File: config.mk
export PLATFORM = sky130hd
export DESIGN_NAME = regfile_write_arbiter_flat
export DESIGN_NICKNAME = d
export VERILOG_FILES = /design/src/rtl/regfile_write_arbiter_if.sv /design/src/rtl/regfile_write_arbiter.sv /design/src/flat_wrapper.sv
export SDC_FILE = /design/constraint.sdc
export NUM_CORES = 1
export LEC_CHECK = 0
export ABC_AREA = 0
export BUFFER_PORTS_ARGS = -buffer_cell sky130_fd_sc_hd__buf_4
export CAP_MARGIN = 40
export CORE_ASPECT_RATIO = 0.8
export CORE_MARGIN = 5
export CORE_UTILIZATION = 27
export DETAILED_ROUTE_END_ITERATION = 16
export SLEW_MARGIN = 0
export SYNTH_ARGS = -nofsm -noshare
export SYNTH_HDL_FRONTEND = slang
export SYNTH_SLANG_ARGS = --single-unit
export TNS_END_PERCENT = 100
File: constraint.sdc
create_clock -name Clk -period 5 [get_ports Clk]
set_clock_uncertainty 0.05 [all_clocks]
set_input_delay 1 -clock Clk [delete_from_list [all_inputs] [get_ports Clk]]
set_output_delay 1 -clock Clk [all_outputs]
set_load 0.02 [all_outputs]
File: src/rtl/regfile_write_arbiter_if.sv
// -----------------------------------------------------------------------------
// regfile_write_arbiter_if
// Bundles the two writeback requester handshakes and the register file write
// port that the arbiter drives.
//
// Signals:
//   req0_valid/req0_addr/req0_data  requester 0 write request (master drives)
//   req0_ready                      requester 0 accept (arbiter drives)
//   req1_valid/req1_addr/req1_data  requester 1 write request (master drives)
//   req1_ready                      requester 1 accept (arbiter drives)
//   RegWrite/WriteRegister/WriteData registered register file write port
//   grant_id                        requester whose write is on the port
//   idle                            no buffered or in-flight write
//
// Modports:
//   master  requesters plus register file side
//   slave   the arbiter
// -----------------------------------------------------------------------------
interface regfile_write_arbiter_if #(
  parameter int WIDTH  = 32,
  parameter int AWIDTH = 5
);

  logic              req0_valid;
  logic              req0_ready;
  logic [AWIDTH-1:0] req0_addr;
  logic [WIDTH-1:0]  req0_data;

  logic              req1_valid;
  logic              req1_ready;
  logic [AWIDTH-1:0] req1_addr;
  logic [WIDTH-1:0]  req1_data;

  logic              RegWrite;
  logic [AWIDTH-1:0] WriteRegister;
  logic [WIDTH-1:0]  WriteData;
  logic              grant_id;
  logic              idle;

  modport master (
    output req0_valid, req0_addr, req0_data,
    output req1_valid, req1_addr, req1_data,
    input  req0_ready, req1_ready,
    input  RegWrite, WriteRegister, WriteData, grant_id, idle
  );

  modport slave (
    input  req0_valid, req0_addr, req0_data,
    input  req1_valid, req1_addr, req1_data,
    output req0_ready, req1_ready,
    output RegWrite, WriteRegister, WriteData, grant_id, idle
  );

endinterface

File: src/rtl/regfile_write_arbiter.sv
// -----------------------------------------------------------------------------
// regfile_write_arbiter
// Shares the register file's single write port between two writeback
// requesters. Each requester has a one-entry holding buffer behind a
// valid/ready handshake; pending writes are granted round-robin and driven to
// the register file from registered outputs. Writes to register 0 are
// acknowledged but dropped.
//
// Ports:
//   Clk    clock, all state updates on the rising edge
//   Reset  synchronous, active-high reset
//   bus    regfile_write_arbiter_if.slave (requester handshakes + write port)
//   grant_count0/grant_count1/zero_drop_count (optional, 16-bit saturating)
//
// Configuration:
//   REGFILE_ARB_STATS_EN  when defined, adds the statistics counter outputs.
// -----------------------------------------------------------------------------
module regfile_write_arbiter #(
  parameter int WIDTH  = 32,
  parameter int AWIDTH = 5
) (
  input  logic                    Clk,
  input  logic                    Reset,
  regfile_write_arbiter_if.slave  bus
`ifdef REGFILE_ARB_STATS_EN
  ,
  output logic [15:0]             grant_count0,
  output logic [15:0]             grant_count1,
  output logic [15:0]             zero_drop_count
`endif
);

  logic              buf0Full_q, buf0Full_d;
  logic [AWIDTH-1:0] buf0Addr_q, buf0Addr_d;
  logic [WIDTH-1:0]  buf0Data_q, buf0Data_d;
  logic              buf1Full_q, buf1Full_d;
  logic [AWIDTH-1:0] buf1Addr_q, buf1Addr_d;
  logic [WIDTH-1:0]  buf1Data_q, buf1Data_d;
  logic              prio_q, prio_d;
  logic              regWrite_q, regWrite_d;
  logic [AWIDTH-1:0] writeReg_q, writeReg_d;
  logic [WIDTH-1:0]  writeData_q, writeData_d;
  logic              grantId_q, grantId_d;

  logic grant0, grant1;
  logic ready0, ready1;
  logic accept0, accept1;
  logic load0, load1;

  // Grants come purely from buffer state: a lone full buffer always wins,
  // and when both are full the round-robin pointer decides.
  always_comb begin
    grant0 = buf0Full_q && (!buf1Full_q || !prio_q);
    grant1 = buf1Full_q && (!buf0Full_q || prio_q);
  end

  // A buffer can take a new write when empty or when it is draining this
  // cycle, so a lone requester streams one write per cycle. Ready is held
  // low during reset so nothing is acknowledged and then discarded.
  always_comb begin
    ready0  = !Reset && (!buf0Full_q || grant0);
    ready1  = !Reset && (!buf1Full_q || grant1);
    accept0 = bus.req0_valid && ready0;
    accept1 = bus.req1_valid && ready1;
    load0   = accept0 && (bus.req0_addr != '0);
    load1   = accept1 && (bus.req1_addr != '0);
  end

  // Next-state for the buffers, the round-robin pointer and the write port.
  // A refill on the drain edge wins over the drain so no write is lost.
  always_comb begin
    buf0Full_d  = buf0Full_q;
    buf0Addr_d  = buf0Addr_q;
    buf0Data_d  = buf0Data_q;
    buf1Full_d  = buf1Full_q;
    buf1Addr_d  = buf1Addr_q;
    buf1Data_d  = buf1Data_q;
    prio_d      = prio_q;
    regWrite_d  = 1'b0;
    writeReg_d  = writeReg_q;
    writeData_d = writeData_q;
    grantId_d   = grantId_q;

    if (grant0) begin
      buf0Full_d = 1'b0;
    end
    if (grant1) begin
      buf1Full_d = 1'b0;
    end
    if (load0) begin
      buf0Full_d = 1'b1;
      buf0Addr_d = bus.req0_addr;
      buf0Data_d = bus.req0_data;
    end
    if (load1) begin
      buf1Full_d = 1'b1;
      buf1Addr_d = bus.req1_addr;
      buf1Data_d = bus.req1_data;
    end

    // The pointer always moves to the requester that did not just win.
    if (grant0) begin
      regWrite_d  = 1'b1;
      writeReg_d  = buf0Addr_q;
      writeData_d = buf0Data_q;
      grantId_d   = 1'b0;
      prio_d      = 1'b1;
    end else if (grant1) begin
      regWrite_d  = 1'b1;
      writeReg_d  = buf1Addr_q;
      writeData_d = buf1Data_q;
      grantId_d   = 1'b1;
      prio_d      = 1'b0;
    end
  end

  // State registers; reset discards any buffered write.
  always_ff @(posedge Clk) begin
    if (Reset) begin
      buf0Full_q  <= 1'b0;
      buf0Addr_q  <= '0;
      buf0Data_q  <= '0;
      buf1Full_q  <= 1'b0;
      buf1Addr_q  <= '0;
      buf1Data_q  <= '0;
      prio_q      <= 1'b0;
      regWrite_q  <= 1'b0;
      writeReg_q  <= '0;
      writeData_q <= '0;
      grantId_q   <= 1'b0;
    end else begin
      buf0Full_q  <= buf0Full_d;
      buf0Addr_q  <= buf0Addr_d;
      buf0Data_q  <= buf0Data_d;
      buf1Full_q  <= buf1Full_d;
      buf1Addr_q  <= buf1Addr_d;
      buf1Data_q  <= buf1Data_d;
      prio_q      <= prio_d;
      regWrite_q  <= regWrite_d;
      writeReg_q  <= writeReg_d;
      writeData_q <= writeData_d;
      grantId_q   <= grantId_d;
    end
  end

  assign bus.req0_ready    = ready0;
  assign bus.req1_ready    = ready1;
  assign bus.RegWrite      = regWrite_q;
  assign bus.WriteRegister = writeReg_q;
  assign bus.WriteData     = writeData_q;
  assign bus.grant_id      = grantId_q;
  assign bus.idle          = !buf0Full_q && !buf1Full_q && !regWrite_q;

`ifdef REGFILE_ARB_STATS_EN
  logic [15:0] grantCount0_q, grantCount0_d;
  logic [15:0] grantCount1_q, grantCount1_d;
  logic [15:0] zeroDrop_q, zeroDrop_d;
  logic [15:0] dropInc;

  // Saturating statistics; both requesters dropping in one cycle adds two.
  always_comb begin
    dropInc = {15'd0, accept0 && (bus.req0_addr == '0)}
            + {15'd0, accept1 && (bus.req1_addr == '0)};
    grantCount0_d = grantCount0_q;
    grantCount1_d = grantCount1_q;
    zeroDrop_d    = zeroDrop_q;
    if (grant0 && (grantCount0_q != 16'hFFFF)) begin
      grantCount0_d = grantCount0_q + 16'd1;
    end
    if (grant1 && (grantCount1_q != 16'hFFFF)) begin
      grantCount1_d = grantCount1_q + 16'd1;
    end
    if (zeroDrop_q > (16'hFFFF - dropInc)) begin
      zeroDrop_d = 16'hFFFF;
    end else begin
      zeroDrop_d = zeroDrop_q + dropInc;
    end
  end

  // Counter registers, cleared with the rest of the state.
  always_ff @(posedge Clk) begin
    if (Reset) begin
      grantCount0_q <= '0;
      grantCount1_q <= '0;
      zeroDrop_q    <= '0;
    end else begin
      grantCount0_q <= grantCount0_d;
      grantCount1_q <= grantCount1_d;
      zeroDrop_q    <= zeroDrop_d;
    end
  end

  assign grant_count0    = grantCount0_q;
  assign grant_count1    = grantCount1_q;
  assign zero_drop_count = zeroDrop_q;
`endif

endmodule

File: src/flat_wrapper.sv
// flat-port wrapper written by rule: the top's interface ports become plain ports
module regfile_write_arbiter_flat 
#(
  parameter int WIDTH  = 32,
  parameter int AWIDTH = 5
)
  (Clk, Reset, bus_req0_valid, bus_req0_addr, bus_req0_data, bus_req1_valid, bus_req1_addr, bus_req1_data, bus_req0_ready, bus_req1_ready, bus_RegWrite, bus_WriteRegister, bus_WriteData, bus_grant_id, bus_idle);
  regfile_write_arbiter_if #(.WIDTH(WIDTH), .AWIDTH(AWIDTH)) bus_i ();
  input  logic Clk;
  input  logic Reset;
  input wire logic [$bits(bus_i.req0_valid)-1:0] bus_req0_valid;
  input wire logic [$bits(bus_i.req0_addr)-1:0] bus_req0_addr;
  input wire logic [$bits(bus_i.req0_data)-1:0] bus_req0_data;
  input wire logic [$bits(bus_i.req1_valid)-1:0] bus_req1_valid;
  input wire logic [$bits(bus_i.req1_addr)-1:0] bus_req1_addr;
  input wire logic [$bits(bus_i.req1_data)-1:0] bus_req1_data;
  output wire logic [$bits(bus_i.req0_ready)-1:0] bus_req0_ready;
  output wire logic [$bits(bus_i.req1_ready)-1:0] bus_req1_ready;
  output wire logic [$bits(bus_i.RegWrite)-1:0] bus_RegWrite;
  output wire logic [$bits(bus_i.WriteRegister)-1:0] bus_WriteRegister;
  output wire logic [$bits(bus_i.WriteData)-1:0] bus_WriteData;
  output wire logic [$bits(bus_i.grant_id)-1:0] bus_grant_id;
  output wire logic [$bits(bus_i.idle)-1:0] bus_idle;
  assign bus_i.req0_valid = bus_req0_valid;
  assign bus_i.req0_addr = bus_req0_addr;
  assign bus_i.req0_data = bus_req0_data;
  assign bus_i.req1_valid = bus_req1_valid;
  assign bus_i.req1_addr = bus_req1_addr;
  assign bus_i.req1_data = bus_req1_data;
  assign bus_req0_ready = bus_i.req0_ready;
  assign bus_req1_ready = bus_i.req1_ready;
  assign bus_RegWrite = bus_i.RegWrite;
  assign bus_WriteRegister = bus_i.WriteRegister;
  assign bus_WriteData = bus_i.WriteData;
  assign bus_grant_id = bus_i.grant_id;
  assign bus_idle = bus_i.idle;
  regfile_write_arbiter #(.WIDTH(WIDTH), .AWIDTH(AWIDTH)) u_core (.Clk(Clk), .Reset(Reset), .bus(bus_i));
endmodule
# ---- Yosys cells after proc, flatten, opt, wreduce, memory -nomap -nowiden
# Index checks and enable logic that the tools add are counted.
dict set report op_classes {
  n_reduce_logical 25
  muxes 11
}
# op n
set ops {}
lappend ops {{$mux 32} 2}
lappend ops {{$logic_and 1x1->1} 10}
lappend ops {{$mux 5} 2}
lappend ops {{$reduce_bool 5->1} 2}
lappend ops {{$mux 1} 7}
lappend ops {{$reduce_bool 2->1} 3}
lappend ops {{$logic_not 1->1} 5}
lappend ops {{$logic_or 1x1->1} 4}
lappend ops {{$reduce_or 2->1} 1}
dict set report totals {
  output_inout_bits 42
  register_bits 116
  wordCells 47
  input_bits 78
}

# ---- Longest topological paths before layout
dict set report logic_depth {
  word_depth 8
  ltp_mapped 7
  mapped_depth_nobuf 4
}

# ---- Least setup slack after synthesis
# OpenSTA, ideal clock, no wires.
dict set report synth_path {
  path_kind {input-to-output}
  startpoint {input port Reset}
  endpoint {output port bus_req1_ready}
  arrival_ps 1727
  slack_ps 2223
  path_buffers 2
  cell_stages 3
  required_time_ps 3950
  path_cell_list {clkbuf_1 clkbuf_1 a21oi_1}
}
dict set report synth_between {
  elab_chain_len 2
}
# item line_no
set synth_rtl {}
lappend synth_rtl {{start, declared} flat_wrapper.sv:10} ;# input logic Reset;
lappend synth_rtl {{$logic_not 1->1} regfile_write_arbiter.sv:62} ;# ready1 = !Reset && (!buf1Full_q || grant1);
lappend synth_rtl {{$logic_and 1x1->1} regfile_write_arbiter.sv:62}
lappend synth_rtl {{end, declared} flat_wrapper.sv:18} ;# output wire logic [$bits(bus_i.req1_ready)-1:0] bus_req1_ready;
# No other way between the ends.

# ---- Final worst setup path
dict set report layout_path {
  startpoint {register u_core.buf0Full_q}
  endpoint {output port bus_idle}
}
dict set report layout_between {
  elab_chain_len 3
}
# item line_no
set layout_rtl {}
lappend layout_rtl {{start, declared} regfile_write_arbiter.sv:33} ;# logic buf0Full_q, buf0Full_d;
lappend layout_rtl {{start signal, assigned} regfile_write_arbiter.sv:132} ;# buf0Full_q <= buf0Full_d;
lappend layout_rtl {{$logic_not 1->1} regfile_write_arbiter.sv:152} ;# assign bus.idle = !buf0Full_q && !buf1Full_q && !regWrite_q;
lappend layout_rtl {{$logic_and 1x1->1 (2 in series)} regfile_write_arbiter.sv:152}
lappend layout_rtl {{end, declared} flat_wrapper.sv:23} ;# output wire logic [$bits(bus_i.idle)-1:0] bus_idle;
# No other way between the ends.

==> reports/results.ini <==
[logic_synthesis]
syn_area_per_cell_um2 = 9.626
ys_warn_count = 0
ys_seq_area_share_pct = 46.85
synthCells = 515
synth_edf_count = 0
yosysTopAreaCellShare_pct = 46.85
synth_most_common_cell = dfxtp_1
ys.flop_type = dfxtp_1
synth_largest_area_cell = dfxtp_1
synth_common_cells = 116 x dfxtp_1, 39 x mux2_2, 38 x nor2_1, 38 x nor2b_1, 38 x o21ai_0
yosysUniqueCellTypes = 25
synth_seq_cells = 116
ys_top_cells_by_area = dfxtp_1 47%, mux2_2 8.9%, mux2_4 8.8%
async_flop_share_pct = 0
syn-num-nets = 593
synth_area_mm2 = 0.004957

[setup_path]
r2r-end = u_core.bus.WriteData[11]$_SDFFE_PP0P_
r2r_cells = 6
crit_top_cell = buf_4
path_class = reg -> out
cp.arrival_ps = 2060
end_kind = output port
startpoint_type = flop
r2r-start = u_core.buf0Full_q$_SDFFE_PP0P_
path_cells = buf_4, or2_2, nor2_1, buf_4
slowest_delay_ps = 660
crit_slowest_cell = dfxtp_2
crit_path_max_fanout = 24
setup.worst_path.end = bus_idle
cp.required_ps = 3950
startpoint = u_core.buf0Full_q$_SDFFE_PP0P_
r2r_setup_slack_ps = 2440

[floorplan]
start_util_pct = 27.37
core_mm2 = 0.01811
ioPinCount = 120
fp.dieW_um = 161.5
die_y_um = 131.2
rows = 44
dieArea_mm2 = 0.02119

[route]
firstDrtPassIters = 5
wl_per_cell_um = 15.06
drc = 0
wl_mm = 12.98
vias = 3940
drt_iter0_drc = 184
routed_via_density = 4.571
ant_nets = 0

[pwr]
p_leak_nw = 2.937
vdd_drop_max_mv = 0.1511
pwr_density_cell_mw_per_mm2 = 402.3
switchingPower_uw = 628.3
netSwitchingFraction_pct = 23.37
combPwrFrac_pct = 12.6
sequentialPowerShare_pct = 39.1
p_int_mw = 2.060
clkPwrFrac_pct = 48.3

[global_routing]
grt_max_degree = 74
first_global_vias = 3933
track_usage_pct = 12.48
grt_pass1_wl_mm = 21.16
grt_overflow = 0
antenna_found_initial = 0

[clock_network]
cts_hold_buf = 0
post_cts_resized = 0
post_cts_buffers = 0
htree_levels = 4
cts_buffers = 17
clk-insertion-delay-late_ps = 410
cts_tree = built
clk_path_buf_depth = 2
cts_root_buf = clkbuf_16
clock-sinks = 116
clk_pin_slew_ps = 50

[sta]
worstMarginPinSlew_ps = 736.5
slew-limit-headroom_pct = 50.78
setup_viol = 0
period_minus_slack_ps = 3108
slew_viol_final = 0
fin_setup_tns_ps = 0
fmax_mhz = 321.7
setup_slack_ps = 1892
rsz0062_at_grt = false
period_share_pct = 62.16
hold_viol = 0

[finish]
regArea_mm2 = 0.002325
nets = 698
diodes = 0
multi_input_area_mm2 = 0.002327
fillers = 1829
post-route-util_pct = 36.90
layout-drive-gt1-share_pct = 36.71
area_growth_pct = 34.81

[placed_design]
dp_hpwl_mm = 8.389
gp_congestion = 0.6852
pre_cts_ws_ps = 2018
portBuffers = 119

[run_status]
status = completed

[worst_hold_path]
hold_path.class = reg -> reg

[run]
drv_cap = 0

power by group through the flow:
stage	sequential (mW)	combinational, mW	clock (mW)
after global placement	1.07	0.332	0
after CTS	1.05	0.344	1.34
final	1.05	0.339	1.30
after floorplan	1.08	0.191	0
after detailed placement	1.07	0.343	0
after global routing	1.06	0.373	1.38
critical path, delay by kind of cell, from the launching register on:
family                 cells  cell delay [ps]
flip-flops                 1              660
buffers and inverters      2              590
AND/OR/NAND/NOR            2              380
layout by cell type (no fill, tap or decap):
| cell | n |
|---|---|
| a21oi_1 | 5 |
| a311oi_1 | 5 |
| a31oi_1 | 1 |
| buf_16 | 1 |
| buf_4 | 126 |
| bufinv_16 | 4 |
| clkbuf_1 | 1 |
| clkbuf_16 | 17 |
| clkbuf_8 | 4 |
| clkinv_2 | 3 |
| clkinvlp_4 | 2 |
| dfxtp_1 | 114 |
| dfxtp_2 | 2 |
| inv_1 | 36 |
| mux2_2 | 39 |
| mux2_4 | 29 |
| nand2_1 | 10 |
| nand2b_1 | 3 |
| nand2b_2 | 1 |
| nand3_1 | 8 |
| nand3b_1 | 37 |
| nor2_1 | 38 |
| nor2b_1 | 38 |
| nor3_1 | 32 |
| nor3b_2 | 1 |
| o211ai_4 | 1 |
| o21ai_0 | 38 |
| o21ai_2 | 1 |
| o22ai_1 | 32 |
| or2_2 | 1 |
| or4_1 | 2 |
cell families (layout without fill, tap and decap cells):
| family | after synthesis | after routing | synth area share [%] |
|---|---|---|---|
| muxes | 68 | 68 | 17.64 |
| buffers and inverters | 77 | 194 | 6.537 |
| AOI/OAI and AO/OA | 83 | 83 | 9.818 |
| and+or+nand+nor | 171 | 171 | 19.16 |
| DFF | 116 | 116 | 46.85 |
flip-flops by register name, indices dropped and copies added, names as in the netlist:
name	cells
u_core.buf0Addr_q	5
u_core.buf0Data_q	32
u_core.buf0Full_q	1
u_core.buf1Addr_q	5
u_core.buf1Data_q	32
u_core.buf1Full_q	1
u_core.bus.RegWrite	1
u_core.bus.WriteData	32
u_core.bus.WriteRegister	5
u_core.bus.grant_id	1
u_core.prio_q	1
cell type report:
type                    instances  area share (%)
inverters                      36           2.022
flip-flops and latches        116           34.79
repair buffers                127           14.57
clock buffers                  22           7.246
multi-input cells             322           34.82
clock inverters                 9           2.247
well taps                     230           4.306
metrics by stage:
step | power, mW | hold WS, ps | area, um^2 | cells
after floorplan | 1.268 | 399.8 | 4957 | 515
after global placement | 1.403 | 413.8 | 6021 | 830
after detailed placement | 1.411 | 416.2 | 6048 | 831
after CTS | 2.735 | 423.4 | 6683 | 862
after global routing | 2.806 | 443.2 | 6683 | 862
final | 2.688 | 420.1 | 6683 | 862
layer usage:
metal	wire, um	global-route usage [%]
met5	0	0
met4	144	3.837
met3	830	4.508
met2	5598	18.53
met1	6406	16.97
worst min path at each step:
stage | start | endpoint | slack [ps] | depth (start not counted)
CTS | u_core.buf1Data_q[31]$_SDFFE_PP0P_ | u_core.bus.WriteData[31]$_SDFFE_PP0P_ | 420 | 2
global placement | u_core.bus.grant_id$_SDFFE_PP0P_ | u_core.bus.grant_id$_SDFFE_PP0P_ | 410 | 2
floorplan | u_core.buf1Addr_q[4]$_SDFFE_PP0P_ | u_core.buf1Addr_q[4]$_SDFFE_PP0P_ | 400 | 2
finish | u_core.buf1Data_q[31]$_SDFFE_PP0P_ | u_core.bus.WriteData[31]$_SDFFE_PP0P_ | 420 | 2
global route | u_core.buf1Data_q[0]$_SDFFE_PP0P_ | u_core.bus.WriteData[0]$_SDFFE_PP0P_ | 440 | 2
detailed placement | u_core.buf1Data_q[31]$_SDFFE_PP0P_ | u_core.bus.WriteData[31]$_SDFFE_PP0P_ | 420 | 2
Power figures use the tool's default switching activity.
